<file path="src/rtl/keypad_scanner.sv">
// 4x4 matrix keypad scanner: column strobe, row debounce, key encode; optional auto-repeat under KEY_REPEAT_EN.
// flag rises/falls DEBOUNCE_TICKS scan ticks after the detecting / first-released sample; no backpressure (level output).
module keypad_scanner #(
  parameter int SCAN_DIV       = 100000,
  parameter int DEBOUNCE_TICKS = 16,
  parameter int REPEAT_DELAY   = 500,
  parameter int REPEAT_PERIOD  = 150
) (
  input  logic       clk,
  input  logic       rst,
  input  logic [3:0] row,
  output logic [3:0] col,
  output logic [3:0] key,
  output logic       flag
);

  localparam int DW = (SCAN_DIV > 2) ? $clog2(SCAN_DIV) : 1;
  localparam int CW = $clog2(DEBOUNCE_TICKS + 1);
  localparam logic [DW-1:0] DIV_MAX   = DW'(SCAN_DIV - 1);
  localparam logic [CW-1:0] CNT_PRESS = CW'(DEBOUNCE_TICKS - 1);
  localparam logic [CW-1:0] CNT_REL   = CW'(DEBOUNCE_TICKS);

  if (SCAN_DIV < 2) begin : g_bad_div
    $error("keypad_scanner: SCAN_DIV must be >= 2");
  end
  if (DEBOUNCE_TICKS < 1) begin : g_bad_deb
    $error("keypad_scanner: DEBOUNCE_TICKS must be >= 1");
  end
  if (REPEAT_DELAY < 1) begin : g_bad_rdly
    $error("keypad_scanner: REPEAT_DELAY must be >= 1");
  end
  if (REPEAT_PERIOD < 2) begin : g_bad_rper
    $error("keypad_scanner: REPEAT_PERIOD must be >= 2");
  end

  typedef enum logic [1:0] {
    ST_SCAN,
    ST_DEBOUNCE,
    ST_HELD,
    ST_RELEASE
  } state_t;

  state_t          state;
  logic [3:0]      row_meta;
  logic [3:0]      row_sync;
  logic [DW-1:0]   div;
  logic            tick;
  logic [CW-1:0]   cnt;
  logic [1:0]      row_idx;
  logic [1:0]      col_idx;
  logic            any_low;
  logic            sel_low;

`ifdef KEY_REPEAT_EN
  localparam int RMAX = (REPEAT_DELAY > REPEAT_PERIOD) ? REPEAT_DELAY : REPEAT_PERIOD;
  localparam int RW   = $clog2(RMAX + 1);
  localparam logic [RW-1:0] REP_FIRST = RW'(REPEAT_DELAY - 1);
  localparam logic [RW-1:0] REP_NEXT  = RW'(REPEAT_PERIOD - 1);

  logic [RW-1:0] rep_cnt;
  logic          rep_first;
  logic [RW-1:0] rep_lim;

  assign rep_lim = rep_first ? REP_FIRST : REP_NEXT;
`endif

  function automatic logic [1:0] low_row(input logic [3:0] r);
    logic [1:0] idx;
    idx = 2'd3;
    if (!r[2]) idx = 2'd2;
    if (!r[1]) idx = 2'd1;
    if (!r[0]) idx = 2'd0;
    return idx;
  endfunction

  function automatic logic [3:0] key_code(input logic [1:0] r, input logic [1:0] c);
    logic [3:0] code;
    code = 4'h0;
    case ({r, c})
      4'b00_00: code = 4'h1;
      4'b00_01: code = 4'h2;
      4'b00_10: code = 4'h3;
      4'b00_11: code = 4'ha;
      4'b01_00: code = 4'h4;
      4'b01_01: code = 4'h5;
      4'b01_10: code = 4'h6;
      4'b01_11: code = 4'hb;
      4'b10_00: code = 4'h7;
      4'b10_01: code = 4'h8;
      4'b10_10: code = 4'h9;
      4'b10_11: code = 4'hc;
      4'b11_00: code = 4'he;
      4'b11_01: code = 4'h0;
      4'b11_10: code = 4'hf;
      4'b11_11: code = 4'hd;
      default:  code = 4'h0;
    endcase
    return code;
  endfunction

  always_ff @(posedge clk or posedge rst) begin
    if (rst) begin
      row_meta <= 4'b1111;
      row_sync <= 4'b1111;
    end else begin
      row_meta <= row;
      row_sync <= row_meta;
    end
  end

  always_ff @(posedge clk or posedge rst) begin
    if (rst) begin
      div <= '0;
    end else if (div == DIV_MAX) begin
      div <= '0;
    end else begin
      div <= div + DW'(1);
    end
  end

  assign tick    = (div == DIV_MAX);
  assign any_low = ~&row_sync;
  assign sel_low = ~row_sync[row_idx];

  // col_idx doubles as the latched column: it only moves while in SCAN or on leaving DEBOUNCE/RELEASE.
  always_ff @(posedge clk or posedge rst) begin
    if (rst) begin
      state   <= ST_SCAN;
      col     <= 4'b1110;
      col_idx <= 2'd0;
      row_idx <= 2'd0;
      cnt     <= '0;
      key     <= 4'h0;
      flag    <= 1'b0;
`ifdef KEY_REPEAT_EN
      rep_cnt   <= '0;
      rep_first <= 1'b1;
`endif
    end else if (tick) begin
      case (state)
        ST_SCAN: begin
          if (any_low) begin
            row_idx <= low_row(row_sync);
            cnt     <= '0;
            state   <= ST_DEBOUNCE;
          end else begin
            col     <= {col[2:0], col[3]};
            col_idx <= col_idx + 2'd1;
          end
        end

        ST_DEBOUNCE: begin
          if (sel_low) begin
            if (cnt == CNT_PRESS) begin
              state <= ST_HELD;
              key   <= key_code(row_idx, col_idx);
              flag  <= 1'b1;
`ifdef KEY_REPEAT_EN
              rep_cnt   <= '0;
              rep_first <= 1'b1;
`endif
            end else begin
              cnt <= cnt + CW'(1);
            end
          end else begin
            state   <= ST_SCAN;
            col     <= {col[2:0], col[3]};
            col_idx <= col_idx + 2'd1;
          end
        end

        ST_HELD: begin
          if (!sel_low) begin
            state <= ST_RELEASE;
            cnt   <= CW'(1);
`ifdef KEY_REPEAT_EN
            rep_cnt   <= '0;
            rep_first <= 1'b1;
`endif
          end
`ifdef KEY_REPEAT_EN
          else if (rep_cnt == rep_lim) begin
            // one-tick dip gives the consumer a fresh rising edge
            flag      <= 1'b0;
            rep_cnt   <= '0;
            rep_first <= 1'b0;
          end else begin
            flag    <= 1'b1;
            rep_cnt <= rep_cnt + RW'(1);
          end
`endif
        end

        ST_RELEASE: begin
          if (sel_low) begin
            state <= ST_HELD;
            flag  <= 1'b1;
          end else if (cnt == CNT_REL) begin
            // first released sample counted as 1, so the fall lags that sample by DEBOUNCE_TICKS ticks
            state   <= ST_SCAN;
            flag    <= 1'b0;
            col     <= {col[2:0], col[3]};
            col_idx <= col_idx + 2'd1;
          end else begin
            cnt <= cnt + CW'(1);
          end
        end

        default: state <= ST_SCAN;
      endcase
    end
  end

endmodule

</file>
<file path="config.mk">
export PLATFORM = sky130hd
export DESIGN_NAME = keypad_scanner
export DESIGN_NICKNAME = d
export VERILOG_FILES = /design/src/rtl/keypad_scanner.sv
export SDC_FILE = /design/constraint.sdc
export NUM_CORES = 1
export LEC_CHECK = 0
export ABC_AREA = 0
export ABC_CLOCK_PERIOD_IN_PS = 2200
export CAP_MARGIN = 40
export CORE_AREA = 4 4 71 73
export DETAILED_ROUTE_END_ITERATION = 7
export DIE_AREA = 0 0 75 77
export PLACE_DENSITY_LB_ADDON = 0.2
export REMOVE_ABC_BUFFERS = 1
export SKIP_CTS_REPAIR_TIMING = 1
export SLEW_MARGIN = 20
export SYNTH_ARGS = -nofsm -noshare
export SYNTH_HDL_FRONTEND = slang
export SYNTH_SLANG_ARGS = --single-unit
</file>
<file path="constraint.sdc">
create_clock -name clk -period 2.2 [get_ports clk]
set_input_delay 0.33 -clock clk [delete_from_list [all_inputs] [get_ports clk]]
set_output_delay 0.33 -clock clk [all_outputs]
set_load 0.05 [all_outputs]
</file>
==> summary.md <==
| Metric | Value |
|---|---|
| Synth Flop Type | `dfrtp_1` |
| Async SR Flop Fraction | `1.00` |
| Cell Chain, Critical Path | `ha_2 > and3_4 > ha_4 > nor3b_2 > a22o_1 > buf_4 > o211ai_1 > buf_4 > o31a_1` |
| Core Region | `0.00435 sq mm` |
| Die Ht | `77 um` |
| Largest net degree at the start of global routing | `46` |
| Clock power share | `0.405` |
| Worst-path fanout max | `4` |
| Slew @ Worst Pin | `514 ps` |
| IO buf count | `14` |
| CP most frequent cell | `buf_4` |
| RePlAce Congestion | `0.866` |
| Row count | `24` |
| Final wirelength | `4.26 mm` |
| Vias in the first global route | `1589` |
| Htree depth | `2` |
| I/O pin count | `15` |
| Post-synth EDFFs | `0` |
| Max_slew headroom | `0.654` |
| Num CTS Buffers | `5` |
| Crit path arrival time | `2360 ps` |
| Iter 0 DRT Violations | `62` |
| FF-to-FF setup slack | `20 ps` |
| Sequential Area | `0.00114 sq mm` |
| Most frequent cells in the layout | `34 x dfrtp_1, 24 x buf_4, 21 x nand2_1` |
| Pwr dens | `529 mW/mm^2` |
| Pre-CTS setup slack | `-45.0 ps` |
| DRT Pass-1 Iters | `4` |
| CP Launch Type | `flip-flop` |
| CP max stage cell | `dfrtp_1` |
| Clk pin slew, worst setup/hold paths | `80 ps` |
| Fmax | `459 MHz` |
| Most common cell after layout, fill and taps aside | `dfrtp_1` |
| Area growth syn-to-layout | `25.6%` |
| YS warnings | `0` |
| Residual DRC | `0` |
| Pint | `1180 uW` |
| Crit path kind | `reg -> reg` |
| Final period util | `0.991` |
| Syn Inst Count | `212` |
| Psw | `308 uW` |
| Overall power | `1490 uW` |
| Number of routed nets with antenna violations | `0` |
| Global route overflow | `0` |
| Post-Syn Area | `0.00224 sq mm` |
| Status | `finished clean` |
| Die Span X | `75 um` |
| Nets | `268` |
| Flip-flop and latch count after synthesis | `45` |
| Final antenna diode count | `0` |
| Slowest stage delay, CP | `410 ps` |
| Area of the multi-input gates | `0.00111 sq mm` |
| RR Startpoint | `cnt[1]` |
| Num Clock Sinks | `45` |
| Die area | `0.00578 sq mm` |
| Gr usage total | `0.159` |
| Clk Latency, worst-skew pair | `290 ps` |
| Crit path from | `cnt[1]` |
| Vias per cell | `5.40` |
| Critical path's top delay family | `compound AO/OA/AOI/OAI gates` |
| Initial Util | `0.515` |
| Sequential area share after synthesis | `0.508` |
| Vias after detailed routing | `1651` |
| Longest Clk Path Bufs | `2` |
| Root Buffer | `clkbuf_8` |
| Logic pwr share | `0.028` |
| Peak supply drop | `0.477 mV` |
| Post-route setup slack | `20.8 ps` |
| Mapped Avg Cell Area | `10.6 sq um` |
| Flop pwr share | `0.568` |
| Final setup fails | `0` |
| RSZ-0062 raised after global routing | `true` |
| Min cycle time layout | `2180 ps` |
| CP required | `2380 ps` |
| Final setup TNS | `0 ps` |
| FF-to-FF End | `cnt[0]` |
| Leak | `0.00118 uW` |
| Clock Skew | `4.92 ps` |
| Max-cap check violation count | `0` |
| Critical path depth | `9` |
| Post-DP HPWL | `3.06 mm` |
| HP Class | `reg -> reg` |
| Worst setup EP type | `flip-flop` |
| Fill count | `354` |
| Initial antenna violation count | `0` |
| WP buf/inv | `2` |
| Layout cells sized above 1 | `0.260` |
| WL/cell | `13.9 um` |
| Worst Setup EP | `cnt[0]` |
| Max-slew violation count | `0` |
| Switching Share | `0.207` |
| Cells on worst reg2reg path | `9` |
| Netlist cell types | `42` |
| CTS tree | `built` |
| Fin. Hold Viols | `0` |
| Global-route wire length before repair | `7.27 mm` |
==> metrics by stage <==
step,instances,cell area (sq um),hold slack (ps),util
after floorplan,207,2220,334,-
after global placement,296,2610,346,0.600
after detailed placement,296,2610,349,0.600
after CTS,304,2730,362,0.626
after global routing,306,2820,361,0.647
final,306,2820,360,0.647
==> routing by layer <==
layer  part of all wire  vias up  track usage
met1               0.49      788        0.236
met3              0.034        6       0.0458
li1                   -      830            -
met2               0.47       27        0.226
met5                  0        -            0
met4             0.0089        0       0.0409
==> kinds of logic (layout without fill, tap and decap cells) <==
group,Yosys count,count (layout),share of synthesized area
adder cells (fa/ha/maj),9,9,0.0502
multiplexers,13,13,0.0664
XOR/XNOR,15,15,0.0586
AND/OR/NAND/NOR,79,79,0.190
flip-flops,45,45,0.508
AO/OA/AOI/OAI,33,33,0.0960
buffers and inverters,18,60,0.0307
==> power groups by stage <==
stage	combinational (uW)	clock [uW]	sequential, uW
2_1_floorplan	20.2	0	859
4_1_cts	41.4	621	845
3_5_place_dp	41.6	0	861
3_3_place_gp	40.9	0	860
6_report	41.0	603	845
5_1_grt	47.0	670	847
==> area by class of cell <==
type,instances,area share
Clock buffer,7,0.0382
Multi-Input combinational cell,149,0.393
Tap cell,52,0.0231
Inverter,13,0.0173
Timing Repair Buffer,39,0.121
Clock inverter,1,0.00267
Sequential cell,45,0.405
==> worst min-delay path by stage <==
| stage | startpoint | depth (start not counted) | end |
|---|---|---|---|
| 6_report | row_meta[3] | 0 | row_sync[3] |
| 5_1_grt | row_meta[1] | 0 | row_sync[1] |
| 4_1_cts | row_meta[3] | 0 | row_sync[3] |
| 3_5_place_dp | row_meta[1] | 0 | row_sync[1] |
| 3_3_place_gp | row_meta[2] | 0 | row_sync[2] |
| 2_1_floorplan | row[0] | 0 | row_meta[0] |
==> synth_stat cells, drive strengths merged, types with 2 or more instances <==
library cell  count  area, sq um
a21oi             4         31.3
a31oi             2         12.5
clkbuf            4         15.0
dfrtp            34          851
dfstp            11          289
ha                9          113
inv              13         48.8
mux2              5         56.3
mux2i             7         70.1
nand2            21         78.8
nand2b            3         18.8
nand3            11         55.1
nand4             6         37.5
nand4bb           2         22.5
nor2             17         63.8
nor3              3         15.0
nor3b             2         15.0
nor4              5         46.3
o2111ai           2         17.5
o211ai            2         15.0
o21ai            16         80.1
or2               2         12.5
or4b              2         23.8
xnor2             8         70.1
xor2              7         61.3
==> flip-flops by register name (all words and copies together) (netlist names), named ones only <==
signal and flops:
cnt 5, col 4, col_idx 2, div 17, flag 1, key 4
row_idx 2, row_meta 4, row_sync 4, state 1
No activity file was read; power rests on OpenSTA's default activity.
